===== src/rtl/pwm_demod_pkg.sv =====
// pwm_demod_pkg: shared FSM state and pulse symbol encodings for the PWM frame demodulator.
package pwm_demod_pkg;
  typedef enum logic [1:0] {HUNT, RX, WAIT_TX, SEND} state_t;
  typedef enum logic [1:0] {SYM_NONE, SYM_0, SYM_1, SYM_DELIM} sym_t;
endpackage


===== src/rtl/pulse_width_classifier.sv =====
// pulse_width_classifier: synchronises insig, prescales to ticks, times high pulses and classifies them.
module pulse_width_classifier
  import pwm_demod_pkg::*;
#(
  parameter int PRESCALE = 50,
  parameter int LAT_W    = 10,
  parameter int B0_MIN   = 417,
  parameter int B0_MAX   = 431,
  parameter int B1_MIN   = 489,
  parameter int B1_MAX   = 503
) (
  input  logic clock,
  input  logic reset,
  input  logic insig,
  input  logic clr,
  output logic tick,
  output logic high,
  output logic sym_valid,
  output sym_t sym
);
  localparam int PW = PRESCALE > 1 ? $clog2(PRESCALE) : 1;
  logic meta;
  logic [PW-1:0] pre;
  logic [LAT_W-1:0] lat;
  assign tick = pre == PW'(PRESCALE - 1);
  assign sym_valid = tick && !clr && !high;
  always_ff @(posedge clock or negedge reset) begin
    if (!reset) begin
      meta <= 1'b0;
      high <= 1'b0;
      pre  <= '0;
      lat  <= '0;
    end else begin
      meta <= insig;
      high <= meta;
      pre  <= tick ? '0 : pre + 1'b1;
      if (clr) lat <= '0;
      else if (tick) lat <= high ? (&lat ? lat : lat + 1'b1) : '0;
    end
  end
  // lat is still the finished run length on the first low tick
  always_comb
    sym = lat == '0 ? SYM_NONE :
          (lat >= LAT_W'(B0_MIN) && lat <= LAT_W'(B0_MAX)) ? SYM_0 :
          (lat >= LAT_W'(B1_MIN) && lat <= LAT_W'(B1_MAX)) ? SYM_1 : SYM_DELIM;
endmodule


===== src/rtl/pwm_frame_demodulator.sv =====
// pwm_frame_demodulator: assembles classified pulses into sync+payload frames, hands them off
// over valid/ready and opens a delayed, timed transmit window.
module pwm_frame_demodulator
  import pwm_demod_pkg::*;
#(
  parameter int PRESCALE    = 50,
  parameter int LAT_W       = 10,
  parameter int B0_MIN      = 417,
  parameter int B0_MAX      = 431,
  parameter int B1_MIN      = 489,
  parameter int B1_MAX      = 503,
  parameter int SYNC_W      = 4,
  parameter logic [SYNC_W-1:0] SYNC_PATTERN = 4'b1010,
  parameter int FRAME_BITS  = 16,
  parameter int GAP_TIMEOUT = 1000,
  parameter int TX_DELAY    = 3000,
  parameter int TX_HOLD     = 100
) (
  input  logic                  clock,
  input  logic                  reset,
  input  logic                  insig,
  input  logic                  enable,
  output logic [FRAME_BITS-1:0] frame_data,
  output logic                  frame_valid,
  input  logic                  frame_ready,
  output logic                  sending,
  output logic                  busy,
  output logic                  err_pulse,
  output logic [7:0]            err_count
);
  localparam int TOTAL = SYNC_W + FRAME_BITS;
  localparam int LW = $clog2(TOTAL + 1);
  localparam int GW = $clog2(GAP_TIMEOUT + 1);
  localparam int TW = $clog2((TX_DELAY > TX_HOLD ? TX_DELAY : TX_HOLD) + 1);
  state_t state, state_n;
  logic [TOTAL-1:0] shreg, shreg_n;
  logic [LW-1:0] len, len_n;
  logic [GW-1:0] gap, gap_n;
  logic [TW-1:0] tx, tx_n;
  logic sending_n, err, accept, ovr, measure, tick, high, sym_valid;
  sym_t sym;
  assign measure = enable && (state == HUNT || state == RX);
  assign busy = state == WAIT_TX || state == SEND;
  assign ovr = accept && frame_valid && !frame_ready;
  pulse_width_classifier #(
    .PRESCALE(PRESCALE), .LAT_W(LAT_W), .B0_MIN(B0_MIN), .B0_MAX(B0_MAX),
    .B1_MIN(B1_MIN), .B1_MAX(B1_MAX)
  ) u_cls (
    .clock(clock), .reset(reset), .insig(insig), .clr(!measure),
    .tick(tick), .high(high), .sym_valid(sym_valid), .sym(sym)
  );
  always_comb begin
    state_n = state;
    shreg_n = shreg;
    len_n = len;
    gap_n = gap;
    tx_n = tx;
    sending_n = sending;
    err = 1'b0;
    accept = 1'b0;
    if (!enable) begin
      state_n = HUNT;
      {shreg_n, len_n, gap_n, tx_n} = '0;
      sending_n = 1'b0;
    end else if (tick && measure) begin
      if (high) gap_n = '0;
      else if (sym_valid && sym == SYM_NONE) begin
        gap_n = gap + 1'b1;
        if (gap_n == GW'(GAP_TIMEOUT)) {shreg_n, len_n, gap_n} = '0;
      end else if (sym_valid && sym != SYM_DELIM) begin
        gap_n = '0;
        err = len == LW'(TOTAL);
        shreg_n = err ? '0 : {shreg[TOTAL-2:0], sym == SYM_1};
        len_n = err ? '0 : len + 1'b1;
      end else if (sym_valid) begin
        accept = len == LW'(TOTAL) && shreg[TOTAL-1 -: SYNC_W] == SYNC_PATTERN;
        err = !accept && len != '0;
        {shreg_n, len_n} = '0;
        if (accept) gap_n = '0;
      end
      state_n = accept ? WAIT_TX : len_n == '0 ? HUNT : RX;
    end else if (tick) begin
      // WAIT_TX and SEND share one tick counter, reloaded at each phase change
      tx_n = tx + 1'b1;
      if (tx_n == TW'(state == WAIT_TX ? TX_DELAY : TX_HOLD)) begin
        tx_n = '0;
        sending_n = state == WAIT_TX;
        state_n = state == WAIT_TX ? SEND : HUNT;
        {len_n, gap_n} = '0;
      end
    end
  end
  always_ff @(posedge clock or negedge reset) begin
    if (!reset) begin
      state <= HUNT;
      {shreg, len, gap, tx} <= '0;
      sending <= 1'b0;
      frame_data <= '0;
      frame_valid <= 1'b0;
      err_pulse <= 1'b0;
      err_count <= '0;
    end else begin
      state <= state_n;
      shreg <= shreg_n;
      len <= len_n;
      gap <= gap_n;
      tx <= tx_n;
      sending <= sending_n;
      err_pulse <= err || ovr;
      if ((err || ovr) && err_count != 8'hff) err_count <= err_count + 1'b1;
      if (accept && !ovr) begin
        frame_data <= shreg[FRAME_BITS-1:0];
        frame_valid <= 1'b1;
      end else if (frame_valid && frame_ready) frame_valid <= 1'b0;
    end
  end
endmodule

===== config.mk =====
export PLATFORM = sky130hd
export DESIGN_NAME = pwm_frame_demodulator
export DESIGN_NICKNAME = d
export VERILOG_FILES = /design/src/rtl/pwm_demod_pkg.sv /design/src/rtl/pulse_width_classifier.sv /design/src/rtl/pwm_frame_demodulator.sv
export SDC_FILE = /design/constraint.sdc
export NUM_CORES = 1
export LEC_CHECK = 0
export BUFFER_PORTS_ARGS = -buffer_cell sky130_fd_sc_hd__buf_4
export CORE_MARGIN = 3
export CORE_UTILIZATION = 55
export CTS_CLUSTER_DIAMETER = 80
export DETAILED_ROUTE_END_ITERATION = 10
export GPL_TIMING_DRIVEN = 0
export MAX_ROUTING_LAYER = met4
export PLACE_DENSITY = 0.72
export SYNTH_ARGS = -nofsm -noshare
export SYNTH_HDL_FRONTEND = slang
export SYNTH_SLANG_ARGS = --single-unit

===== constraint.sdc =====
create_clock -name clock -period 3.6 [get_ports clock]
set_input_delay 0.36 -clock clock [delete_from_list [all_inputs] [get_ports clock]]
set_output_delay 0.36 -clock clock [all_outputs]
set_load 0.005 [all_outputs]

=== Word level (Yosys, flattened, before mapping) ===
Index checks and enable logic that the tools add are counted.

* Register bits: 94
* Input bits: 5
* Output and inout bits: 28
* Word-level logic and storage cells: 152

* Add/subtract/negate cells: 6
* Magnitude comparators: 4
* Equal/unequal tests: 24
* Multiplexer cells: 70
* Reductions and logical operators: 34

{| class="wikitable"
|+ Operator list
! operator !! count
|-
| 20-bit 2-to-1 mux || 8
|-
| 10-bit 2-to-1 mux || 14
|-
| 12-bit 2-to-1 mux || 5
|-
| 5-bit 2-to-1 mux || 12
|-
| 1-bit 2-to-1 mux || 22
|-
| 10-bit by 1-bit adder with 10-bit output, second input constant || 2
|-
| 10-bit by 9-bit greater-or-equal comparator with 1-bit output, second input constant || 2
|-
| 10-bit by 9-bit less-or-equal comparator with 1-bit output, second input constant || 2
|-
| 2-bit 2-to-1 mux || 8
|-
| 1-bit logical AND || 14
|-
| 12-bit by 1-bit adder with 12-bit output, second input constant || 1
|-
| 12-bit == test || 1
|-
| 10-bit == test, second input constant || 1
|-
| 10-bit zero test || 1
|-
| 10-bit AND reduction || 1
|-
| 8-bit by 1-bit adder with 8-bit output, second input constant || 1
|-
| 2-bit by 1-bit != test with 1-bit output, second input constant || 4
|-
| 8-bit != test, second input constant || 1
|-
| 4-bit AND reduction || 2
|-
| 6-bit by 1-bit adder with 6-bit output, second input constant || 1
|-
| 2-bit == test, second input constant || 3
|-
| 6-bit == test, second input constant || 1
|-
| 6-bit 2-to-1 mux || 1
|-
| 2-bit != test, second input constant || 3
|-
| 18 further kinds || 27
|}

=== Longest topological paths before layout ===
Gate-level depths: netlist (run 1).

* Word-level depth: 19
* Depth in mapped cells: 10
* Gate-level depth less buffers: 9

=== By module ===
A second synthesis (run 1) with hierarchy kept.

* Cell total of the unflattened synthesis: 567
* Area, all modules: 5312.6 um2

{| class="wikitable"
|+ By module, submodules not included
! module !! times used !! cells each !! area each (um2) !! seq. area each (um2)
|-
| pwm_frame_demodulator || 1 || 443 || 4192.8 || 1901.8
|-
| pulse_width_classifier || 1 || 124 || 1119.8 || 450.4
|}

=== Worst setup path before layout (run 1) ===
Ideal clock, no wire load.

* Path type: reg2reg
* From: reg u_cls.lat[0]
* To: reg err_count[1]
* Setup time: 125 ps
* Data arrival time: 2549 ps
* Required time: 3475 ps
* Setup slack: 927 ps
* Stages on the path, launching flop included: 9
* Path buffers: 0
* Clock period less this slack: 2673 ps
* Cell sequence: dfrtp_1 inv_1 ha_1 or3b_1 a311oi_4 nor2_2 o21a_1 nor4_4 mux2_2

* Word-level cells in the longest chain between the ends: 18
* Elaborated cells between the ends (all ways): 30
* Classes of those cells: order compare: 4; eq/ne: 1; mux: 15; reduce/logical: 10

{| class="wikitable"
|+ Ends and longest elaborated chain
! what !! line !! text
|-
| start: declaration || pulse_width_classifier.sv:24 || <nowiki>logic [LAT_W-1:0] lat;</nowiki>
|-
| start signal: assignment || pulse_width_classifier.sv:38 || <nowiki>else if (tick) lat <= high ? (&lat ? lat : lat + 1'b1) : '0;</nowiki>
|-
| 10-bit by 9-bit greater-or-equal comparator with 1-bit output or 10-bit by 9-bit less-or-equal comparator with 1-bit output (tied branches) || pulse_width_classifier.sv:45 || <nowiki>(lat >= LAT_W'(B1_MIN) && lat <= LAT_W'(B1_MAX)) ? SYM_1 : SYM_DELIM;</nowiki>
|-
| 1-bit logical AND || pulse_width_classifier.sv:45 ||
|-
| 1-bit 2-to-1 mux || pulse_width_classifier.sv:45 ||
|-
| 2-bit 2-to-1 mux || pulse_width_classifier.sv:44 || <nowiki>(lat >= LAT_W'(B0_MIN) && lat <= LAT_W'(B0_MAX)) ? SYM_0 :</nowiki>
|-
| 2-bit 2-to-1 mux * || pulse_width_classifier.sv:43 || <nowiki>sym = lat == '0 ? SYM_NONE :</nowiki>
|-
| 2-bit != test || pwm_frame_demodulator.sv:70 || <nowiki>end else if (sym_valid && sym != SYM_DELIM) begin</nowiki>
|-
| 1-bit logical AND || pwm_frame_demodulator.sv:70 ||
|-
| 1-bit 2-to-1 mux || pwm_frame_demodulator.sv:70 ||
|-
| 1-bit 2-to-1 mux || pwm_frame_demodulator.sv:67 || <nowiki>else if (sym_valid && sym == SYM_NONE) begin</nowiki>
|-
| 1-bit 2-to-1 mux || pwm_frame_demodulator.sv:66 || <nowiki>if (high) gap_n = '0;</nowiki>
|-
| 1-bit 2-to-1 mux || pwm_frame_demodulator.sv:65 || <nowiki>end else if (tick && measure) begin</nowiki>
|-
| 1-bit 2-to-1 mux || pwm_frame_demodulator.sv:61 || <nowiki>if (!enable) begin</nowiki>
|-
| 1-bit 2-to-1 mux || pwm_frame_demodulator.sv:65 ||
|-
| 1-bit 2-to-1 mux || pwm_frame_demodulator.sv:61 ||
|-
| 1-bit logical AND (2 in a row) || pwm_frame_demodulator.sv:44 || <nowiki>assign ovr = accept && frame_valid && !frame_ready;</nowiki>
|-
| 1-bit logical OR * || pwm_frame_demodulator.sv:110 || <nowiki>if ((err || ovr) && err_count != 8'hff) err_count <= err_count + 1'b1;</nowiki>
|-
| 1-bit logical AND * || pwm_frame_demodulator.sv:110 ||
|-
| end signal: assignment || pwm_frame_demodulator.sv:110 ||
|-
| end: declaration || pwm_frame_demodulator.sv:29 || <nowiki>output logic [7:0] err_count</nowiki>
|}

Mark *: on every way between the ends. The rest lies on a longest branch, timed or not. The select of a mux whose other input is x is not followed.
A chain may end at the register's enable or synchronous reset.

=== Worst setup path in the final report (run 1) ===
* From: reg tx[0]
* To: reg gap[7]

* Word-level cells in the longest chain between the ends: 4

{| class="wikitable"
|+ Ends and longest elaborated chain
! what !! line !! text
|-
| start: declaration || pwm_frame_demodulator.sv:39 || <nowiki>logic [TW-1:0] tx, tx_n;</nowiki>
|-
| start signal: assignment || pwm_frame_demodulator.sv:107 || <nowiki>tx <= tx_n;</nowiki>
|-
| 12-bit by 1-bit adder with 12-bit output || pwm_frame_demodulator.sv:84 || <nowiki>tx_n = tx + 1'b1;</nowiki>
|-
| 12-bit == test || pwm_frame_demodulator.sv:85 || <nowiki>if (tx_n == TW'(state == WAIT_TX ? TX_DELAY : TX_HOLD)) begin</nowiki>
|-
| 3-bit by 1-bit != test with 1-bit output (no line) || -- ||
|-
| 4-bit AND reduction (no line) || -- ||
|-
| end signal: assignment || pwm_frame_demodulator.sv:106 || <nowiki>gap <= gap_n;</nowiki>
|-
| end: declaration || pwm_frame_demodulator.sv:38 || <nowiki>logic [GW-1:0] gap, gap_n;</nowiki>
|}

No other way between the ends.

==> results of run 1 <==
[cell families (layout without fill, tap and decap cells)]
kind of cell | Yosys count | after routing | synth area share, %
and+or+nand+nor | 208 | 208 | 22.5
AOI/OAI and AO/OA | 123 | 123 | 16.6
DFF | 94 | 94 | 46.7
buffers and inverters | 50 | 97 | 4.14
muxes | 22 | 22 | 4.79
xor gates and xnor gates | 15 | 15 | 2.61
adders and majority gates | 11 | 11 | 2.73
[metrics by stage]
stage          worst slack, ns  util [%]  hold WS (ns)
4_1_cts                  0.360      63.7        0.0723
3_5_place_dp             0.409      61.4         0.350
5_1_grt                 0.0855      63.7        0.0689
2_1_floorplan            0.927         -        0.0644
3_3_place_gp             0.546      61.4         0.334
6_report                 0.369      63.7        0.0860
[path summary, 6_finish.rpt]
check,from,to,slack [ns],cells after the start
max,tx[0]$_DFFE_PN0P_,gap[7]$_DFFE_PN0P_,0.37,9
min,insig,u_cls.meta$_DFF_PN0_,0.09,1
max reg2reg,tx[0]$_DFFE_PN0P_,gap[7]$_DFFE_PN0P_,0.37,9
min reg2reg,u_cls.meta$_DFF_PN0_,u_cls.high$_DFF_PN0_,0.37,0
max in group asynchronous,reset,u_cls.lat[9]$_DFFE_PN0P_,2.66,1
min in group asynchronous,reset,gap[4]$_DFFE_PN0P_,0.21,1
[per-layer routing]
metal	vias to the layer above	part of all wire, %	routed length [µm]	track usage, %
li1	1996	-	-	-
met1	1990	48	5120	29.8
met2	91	46	4910	35.6
met3	15	4.0	425	4.68
met4	0	1.2	129	6.13
met5	-	0	0	-
[where the power goes]
| group | total [mW] | switching [mW] | internal, mW |
|---|---|---|---|
| Combinational | 0.0839 | 0.0645 | 0.0195 |
| Sequential | 1.06 | 0.00226 | 1.06 |
| Clock | 0.702 | 0.427 | 0.275 |
[registers in the layout, indices dropped and copies added, names as in the netlist, 2 cells and up]
register    flops
err_count       8
frame_data     16
gap            10
len             5
shreg          20
state           2
tx             12
u_cls.lat      10
u_cls.pre       6
[worst reg2reg max path: cells and delay by family (launching register included)]
family | cells | cell delay, ns
buf+inv | 1 | 0.39
fa+ha+maj | 1 | 0.15
compound gates | 4 | 1.49
flops | 1 | 0.39
simple gates | 3 | 0.65
[cell usage after synthesis, types with 4 or more instances]
library cell / n
ha_1: 11
nand4b_1: 5
mux2_2: 17
nand3_1: 26
o211ai_1: 4
a21oi_1: 19
xnor2_1: 12
nor4_1: 8
nand4_1: 14
nor3_1: 14
nor2b_1: 4
o31ai_1: 4
clkbuf_1: 15
o22ai_1: 6
nor2_1: 36
mux2i_1: 5
dfrtp_1: 94
and3_1: 9
buf_2: 4
nand2b_1: 14
o21ai_0: 39
nand2_1: 41
inv_1: 26
and2_1: 6
a22o_1: 19
or3_1: 8
[layout make-up]
| type | count | area share [%] |
|---|---|---|
| flip-flops and latches | 94 | 41.9 |
| clock buffers | 9 | 2.21 |
| well taps | 108 | 2.41 |
| multi-input cells | 379 | 44.2 |
| plain buffers | 23 | 1.92 |
| clock inverters | 7 | 1.34 |
| repair buffers | 31 | 4.15 |
| inverters | 27 | 1.81 |
==> metrics.cfg, run 1 <==
[power]
fin_total_pwr_mw=1.85
vdd_ir_drop_max_mv=0.203
power_density_mw_per_mm2=329
p_leak_nw=2.43

[timing]
worst_slew_pin_slew_ns=1.16
setup_viol=0
hold_viol_final=0
setup_tns_ns=0
fin_crit_sh_pct=89.8
clock.fmax_mhz=309
rsz0062_at_grt=no
slew-limit-headroom_pct=22.4
fin_crit_ns=3.23
maxSlewViolCount=0
clock_skew_ns=0.0122

[finish]
final_area_mm2=0.00561
area_growth_pct=11.2
multi_input_area_mm2=0.00248
drive_gt1_share_pct=14.2
diodes=0
layout_common_cells=94 x dfrtp_1, 41 x nand2_1, 39 x o21ai_0
stdcell_count=678
layout.cells.most_common=dfrtp_1
ff_latch_area_mm2=0.00235
nNetsFinal=581
num-fill-cells=716

[drt]
drc=0
drtIter0Drc=233
viasPerCell=6.04
routedWlPerCell_um=15.6
first_pass_iters=5
antenna_left=0
via_count=4092
wirelength_um=10600

[grt]
grt_max_degree=95
track_usage_pct=22.6
grt-ovfl-total=0
grt_pass1_vias=3957
antenna_found_initial=0
grt_pass1_wl_um=18400

[die]
die_x_um=102
coreArea_mm2=0.00881
dieArea_mm2=0.0104
rows=34
fp.dieH_um=102
start_util_pct=57.3
num_io_pins=33

[worst_setup_path]
path_cells=ha_1 -> clkbuf_1 -> nand3_1 -> nand2b_1 -> a2bb2oi_1 -> nand4b_1 -> o32a_1 -> a31oi_1 -> o21ai_0
cp_top_family=compound AO/OA/AOI/OAI gates
cp_num_buf_inv=1
cp-start-kind=flip-flop
critical_path_arrival_ns=3.44
crit_path_end_kind=flip-flop
worst-path-max-fanout=10
crit_slowest_cell=a31oi_1
crit_type=flip-flop to flip-flop
slowest_delay_ns=0.74
crit_required_ns=3.81

[logic_synthesis]
synth_top_area_share_pct=46.7
synth-edff-count=0
ys_seq_area_share_pct=46.7
synth-main-ff-cell=dfrtp_1
yosys.area.top_type=dfrtp_1
postSynthAreaPerCell_um2=9.64
synth_area_mm2=0.00504
ys_ff_latch=94
synth_warnings=0
synth.distinct_cells=68
syn_nets=539
synthTopCellsByArea=dfrtp_1 47%, o21ai_0 3.9%, mux2_2 3.8%
async_flop_share_pct=100
synthCells=523

[worst_hold_path]
hold_path_class=input port to flip-flop

[clocking]
cts_tree=yes
cts_max_level=3
cts_resized=0
path_clk_slew_ns=0.10
ctsRootBufferMaster=clkbuf_8
cts_setup_buffers=0
clk-insertion-delay-late_ns=0.38
hold_buffers=0
clk_path_buf_depth=2
numCtsBuffers=9
clock_sinks=94

[placement]
dpl_cell_area_mm2=0.00541
port-buffer-count=31
dp.final_hpwl_um=7310
place_congestion=0.892
dp.cells=662

[run]
cap_violations=0

[run_status]
status=finished clean

No activity file was read; power rests on OpenSTA's default activity.
==> run 2, diff against run 1 <==
CTS_BUF_LIST = sky130_fd_sc_hd__clkbuf_16   (was unset)
==> metrics.cfg, run 2 (synthesis results as in run 1) <==
[power]
pwr-share-comb_pct=4.0  ; -0.5 points
p_int_mw=1.57  ; +16%
power_density_mw_per_mm2=365  ; +11%
vdd_ir_drop_max_mv=0.223  ; +9.6%
power_switching_mw=0.515  ; +4.3%
p_leak_nw=2.48  ; +1.9%
power.share.switching_pct=24.7  ; -2.0 points
seqPwrFrac_pct=50.9  ; -6.6 points
power.share.clock_pct=45.1  ; +7.1 points

[timing]
worst_slew_pin_slew_ns=1.15  ; -0.0102 ns
setup_tns_ns=0  ; unchanged
rsz0062_at_grt=no
hold_viol_final=0  ; unchanged
slew-limit-headroom_pct=23.1  ; +0.68 points
setup_viol=0  ; unchanged
fin_crit_sh_pct=88.8  ; -0.94 points
maxSlewViolCount=0  ; unchanged
clock.fmax_mhz=313  ; +1.1%
fin_crit_ns=3.20  ; -0.0338 ns
clock_skew_ns=0.00872  ; -0.00349 ns

[drt]
wirelength_um=10700  ; +0.72%
routedWlPerCell_um=15.7  ; +0.72%
via_count=4126  ; +0.83%
drtIter0Drc=222  ; -4.7%
antenna_left=0  ; unchanged
first_pass_iters=5  ; unchanged
drc=0  ; unchanged
viasPerCell=6.09  ; +0.83%

[worst_setup_path]
r2r_end=gap[7]$_DFFE_PN0P_
crit_required_ns=3.77  ; -0.04 ns
path_cells=ha_1 -> clkbuf_1 -> nand3_1 -> nand2b_1 -> a2bb2oi_1 -> nand4b_1 -> o32a_1 -> a31oi_1 -> o21ai_0
endpoint=gap[7]$_DFFE_PN0P_
cp_num_cells=9  ; unchanged
slowest_delay_ns=0.73  ; about the same
crit_slowest_cell=a31oi_1
cp_top_family=compound AO/OA/AOI/OAI gates
cp-startpoint=tx[0]$_DFFE_PN0P_
cp_num_buf_inv=1  ; unchanged
rr_worst_depth=9  ; unchanged
timing.rr.start=tx[0]$_DFFE_PN0P_
crit_path_end_kind=flip-flop
cp-start-kind=flip-flop
reg2reg_setup_slack_ns=0.40  ; +0.03 ns
critical_path_arrival_ns=3.37  ; -0.07 ns
crit_type=flip-flop to flip-flop
worst-path-max-fanout=10  ; unchanged

[clocking]
clk_path_buf_depth=2  ; unchanged
numCtsBuffers=9  ; unchanged
ctsRootBufferMaster=clkbuf_16
cts_resized=0  ; unchanged
clock_sinks=94  ; unchanged
cts_max_level=3  ; unchanged
hold_buffers=0  ; unchanged
cts_tree=yes
path_clk_slew_ns=0.07  ; -0.03 ns
cts_setup_buffers=0  ; unchanged
clk-insertion-delay-late_ns=0.35  ; -0.03 ns

[die]
die_x_um=102  ; unchanged
dieArea_mm2=0.0104  ; unchanged
fp.dieH_um=102  ; unchanged
num_io_pins=33  ; unchanged
rows=34  ; unchanged
coreArea_mm2=0.00881  ; unchanged
start_util_pct=57.3  ; unchanged

[finish]
final_area_mm2=0.00571  ; +1.8%
num-fill-cells=709  ; -0.98%
drive_gt1_share_pct=14.2  ; unchanged
regMostFlops=shreg
nNetsFinal=581  ; unchanged
area_growth_pct=13.3
largest_reg_flops=20  ; unchanged
layout_common_cells=94 x dfrtp_1, 41 x nand2_1, 39 x o21ai_0
diodes=0  ; unchanged
layout.cells.most_common=dfrtp_1
top_regs=shreg (20), frame_data (16), tx (12)

[placement]
port-buffer-count=31  ; unchanged
dpl_cell_area_mm2=0.00541  ; unchanged
dp.final_hpwl_um=7310  ; unchanged
place_congestion=0.892  ; unchanged

[run_status]
status=finished clean

[grt]
track_usage_pct=22.7  ; +0.13 points
grt-ovfl-total=0  ; unchanged
grt_max_degree=95  ; unchanged
antenna_found_initial=0  ; unchanged
grt_pass1_wl_um=18500  ; +0.79%
grt_pass1_vias=4002  ; +1.1%

[run]
cap_violations=0  ; unchanged

[worst_hold_path]
hold_path_class=input port to flip-flop

## run 2: cell counts in the layout (fill, tap and decap cells not counted)
No cell type changed its count.
## run 2: final cells by class
cell class                      instances  area, µm²  share of cell area, %
Buffer                                 23        108                   1.88
Clock buffer                            9        225                   3.94
Clock inverter                          7       75.1                   1.31
Inverter                               27        101                   1.77
Multi-Input combinational cell        379       2480                   43.4
Sequential cell                        94       2350                   41.2
Tap cell                              108        135                   2.37
Timing Repair Buffer                   31        233                   4.08
## run 2: how the worst min path moves through the flow
stage                              start                  endpoint  cells after the start
detailed placement  u_cls.meta$_DFF_PN0_      u_cls.high$_DFF_PN0_                      0
CTS                                insig      u_cls.meta$_DFF_PN0_                      1
finish                             insig      u_cls.meta$_DFF_PN0_                      1
global route                       insig      u_cls.meta$_DFF_PN0_                      1
floorplan                          reset  err_count[0]$_DFFE_PN0P_                      0
global placement    u_cls.meta$_DFF_PN0_      u_cls.high$_DFF_PN0_                      0
## run 2: per-stage QoR
stage          hold WS [ns]  utilization [%]  worst slack (ns)  power, mW  std cells
2_1_floorplan        0.0644                -             0.927       1.13        523
3_3_place_gp          0.334             61.4             0.546       1.17        662
3_5_place_dp          0.350             61.4             0.409       1.17        662
4_1_cts               0.110             64.8             0.367       2.11        678
5_1_grt               0.111             64.8            0.0922       2.16        678
6_report              0.117             64.8             0.402       2.09        678
## run 2: worst register-to-register path, cell delays in order, from the launching register on
cell and delay [ns]:
dfrtp_1 0.38, ha_1 0.15, clkbuf_1 0.39, nand3_1 0.24, nand2b_1 0.21, a2bb2oi_1 0.15
nand4b_1 0.18, o32a_1 0.39, a31oi_1 0.73, o21ai_0 0.21
## run 2: layer usage
metal  GRT usage, %  part of all wire (%)  vias up
li1               -                     -     2003
met1           29.9                    47     1998
met2           36.3                    47      112
met3           4.41                   4.9       13
met4           5.83                   1.2        0
met5              -                     0        -
## run 2: power by group through the flow
stage          sequential, mW  clock (mW)  combinational [mW]
2_1_floorplan            1.08           0              0.0450
3_3_place_gp             1.08           0              0.0837
3_5_place_dp             1.08           0              0.0844
4_1_cts                  1.06       0.967              0.0847
5_1_grt                  1.06        1.01              0.0954
6_report                 1.06       0.942              0.0835
==> run 3, diff against run 2 <==
CORE_UTILIZATION = 30   (was 55)
PLACE_DENSITY = 0.44   (was 0.72)
RECOVER_POWER = 100   (was unset)
==> metrics.cfg, run 3 (synthesis results as in run 1) <==
[clocking]
cts_max_level=3  ; unchanged
clk_path_buf_depth=2  ; unchanged
clk-insertion-delay-late_ns=0.35  ; about the same
path_clk_slew_ns=0.07  ; about the same
numCtsBuffers=9  ; unchanged
cts_setup_buffers=0  ; unchanged
cts_resized=0  ; unchanged
hold_buffers=0  ; unchanged
cts_tree=yes
clock_sinks=94  ; unchanged
ctsRootBufferMaster=clkbuf_16

[die]
fp.dieH_um=136  ; +33%
die_x_um=136  ; +33%
start_util_pct=31.2  ; -26 points
dieArea_mm2=0.0184  ; +78%
num_io_pins=33  ; unchanged
rows=46  ; +35%
coreArea_mm2=0.0162  ; +84%

[finish]
ff_latch_area_mm2=0.00235  ; unchanged
nNetsFinal=581  ; unchanged
num-fill-cells=1661  ; +130%
multi_input_area_mm2=0.00245  ; -1.3%
largest_reg_flops=20  ; unchanged
layout.cells.most_common=dfrtp_1
area_growth_pct=14.8
top_regs=shreg (20), frame_data (16), tx (12)
regMostFlops=shreg
diodes=0  ; unchanged
layout_common_cells=94 x dfrtp_1, 41 x o21ai_0, 41 x nand2_1
drive_gt1_share_pct=13.0  ; -1.2 points

[power]
seqPwrFrac_pct=50.7  ; -0.2 points
power_density_mw_per_mm2=362  ; -1.1%
p_int_mw=1.56  ; -0.54%
power.share.clock_pct=45.3  ; +0.2 points
pwr-share-comb_pct=4.0  ; about the same
vdd_ir_drop_max_mv=0.191  ; -14%
fin_total_pwr_mw=2.09  ; +0.31%
p_leak_nw=2.44  ; -1.8%
power_switching_mw=0.530  ; +2.9%
power.share.switching_pct=25.3  ; +0.64 points

[worst_setup_path]
cp-start-kind=flip-flop
timing.rr.start=gap[2]$_DFFE_PN0P_
rr_worst_depth=9  ; unchanged
r2r_end=shreg[18]$_DFFE_PN0P_
crit_path_end_kind=flip-flop
crit_slowest_cell=or4_1
reg2reg_setup_slack_ns=0.32  ; -0.08 ns
path_cells=nand3_1 -> or4_1 -> a311o_1 -> nor3_1 -> o21ai_0 -> and2_0 -> buf_6 -> clkbuf_4 -> a22o_1
worst-path-max-fanout=10  ; unchanged
critical_path_arrival_ns=3.52  ; +0.15 ns
crit_required_ns=3.84  ; +0.07 ns
crit_type=flip-flop to flip-flop
slowest_delay_ns=0.50  ; -0.23 ns

[grt]
grt_max_degree=95  ; unchanged
grt_pass1_wl_um=19800  ; +7.1%
track_usage_pct=13.7  ; -9.0 points
grt-ovfl-total=0  ; unchanged
antenna_found_initial=0  ; unchanged
grt_pass1_vias=3967  ; -0.87%

[timing]
clock.fmax_mhz=305  ; -2.5%
fin_crit_ns=3.28  ; +0.0819 ns
clock_skew_ns=0.00977  ; +0.00106 ns
fin_crit_sh_pct=91.1  ; +2.3 points
setup_tns_ns=0  ; unchanged
hold_viol_final=0  ; unchanged
setup_viol=0  ; unchanged
worst_slew_pin_slew_ns=2.44  ; +1.29 ns
maxSlewViolCount=95  ; +95
worst_slack_ns=0.320  ; -0.0819 ns
rsz0062_at_grt=no
slew-limit-headroom_pct=-62.6  ; -86 points

[run_status]
violations=capacitance limit, slew limit
status=finished with violations

[placement]
dp.final_hpwl_um=7930  ; +8.5%
place_congestion=0.847  ; -5.1%
pre_cts_slack_ns=0.338  ; -0.0706 ns
port-buffer-count=31  ; unchanged

[worst_hold_path]
holdPathStages=1  ; unchanged
min_to=u_cls.meta$_DFF_PN0_
hold_path_class=input port to flip-flop
min_from=insig

[run]
cap_violations=1  ; +1

[drt]
viasPerCell=5.19  ; -15%
via_count=4082  ; -1.1%
wirelength_um=11600  ; +9.1%
drc=0  ; unchanged
antenna_left=0  ; unchanged
drtIter0Drc=252  ; +14%
routedWlPerCell_um=14.8  ; -5.9%
first_pass_iters=4  ; -1

-- run 3: per-stage QoR --
step	utilization, %	area (µm²)	cells	hold WS, ns
floorplan	-	5040	523	0.0644
global placement	34.3	5550	770	0.335
detailed placement	34.3	5550	770	0.336
CTS	36.1	5830	786	0.101
global route	35.8	5790	786	0.132
finish	35.8	5790	786	0.139
-- run 3: final cells by class --
| type | count | area share [%] |
|---|---|---|
| multi-input cells | 379 | 42.3 |
| flip-flops and latches | 94 | 40.6 |
| well taps | 216 | 4.67 |
| repair buffers | 31 | 3.91 |
| clock buffers | 9 | 3.89 |
| plain buffers | 23 | 1.75 |
| inverters | 27 | 1.75 |
| clock inverters | 7 | 1.08 |
-- run 3: critical path, delay by kind of cell (launching register included) --
family	cells	cell delay (ns)
simple gates	4	1.53
flops	1	0.44
buf+inv	2	0.33
compound gates	3	0.87
-- run 3: layer usage --
metal	vias to the layer above	track usage, %	share of wire, %
met5	-	-	0
met4	0	5.26	0.80
li1	2006	-	-
met3	8	2.64	3.8
met2	79	20.4	45
met1	1989	18.5	50
-- run 3: how the worst max path moves through the flow --
stage | start | end | cells after the start
6_report | gap[2]$_DFFE_PN0P_ | shreg[18]$_DFFE_PN0P_ | 9
5_1_grt | gap[2]$_DFFE_PN0P_ | shreg[17]$_DFFE_PN0P_ | 9
4_1_cts | tx[0]$_DFFE_PN0P_ | gap[2]$_DFFE_PN0P_ | 9
3_5_place_dp | tx[0]$_DFFE_PN0P_ | gap[1]$_DFFE_PN0P_ | 9
3_3_place_gp | tx[0]$_DFFE_PN0P_ | gap[6]$_DFFE_PN0P_ | 9
2_1_floorplan | u_cls.lat[0]$_DFFE_PN0P_ | err_count[1]$_DFFE_PN0P_ | 8
-- run 3: power by group through the flow --
stage | sequential [mW] | clock, mW | combinational, mW
final | 1.06 | 0.947 | 0.0846
after global routing | 1.06 | 1.03 | 0.0973
after global placement | 1.08 | 0 | 0.0880
after detailed placement | 1.08 | 0 | 0.0884
after floorplan | 1.08 | 0 | 0.0450
after CTS | 1.06 | 0.997 | 0.0884
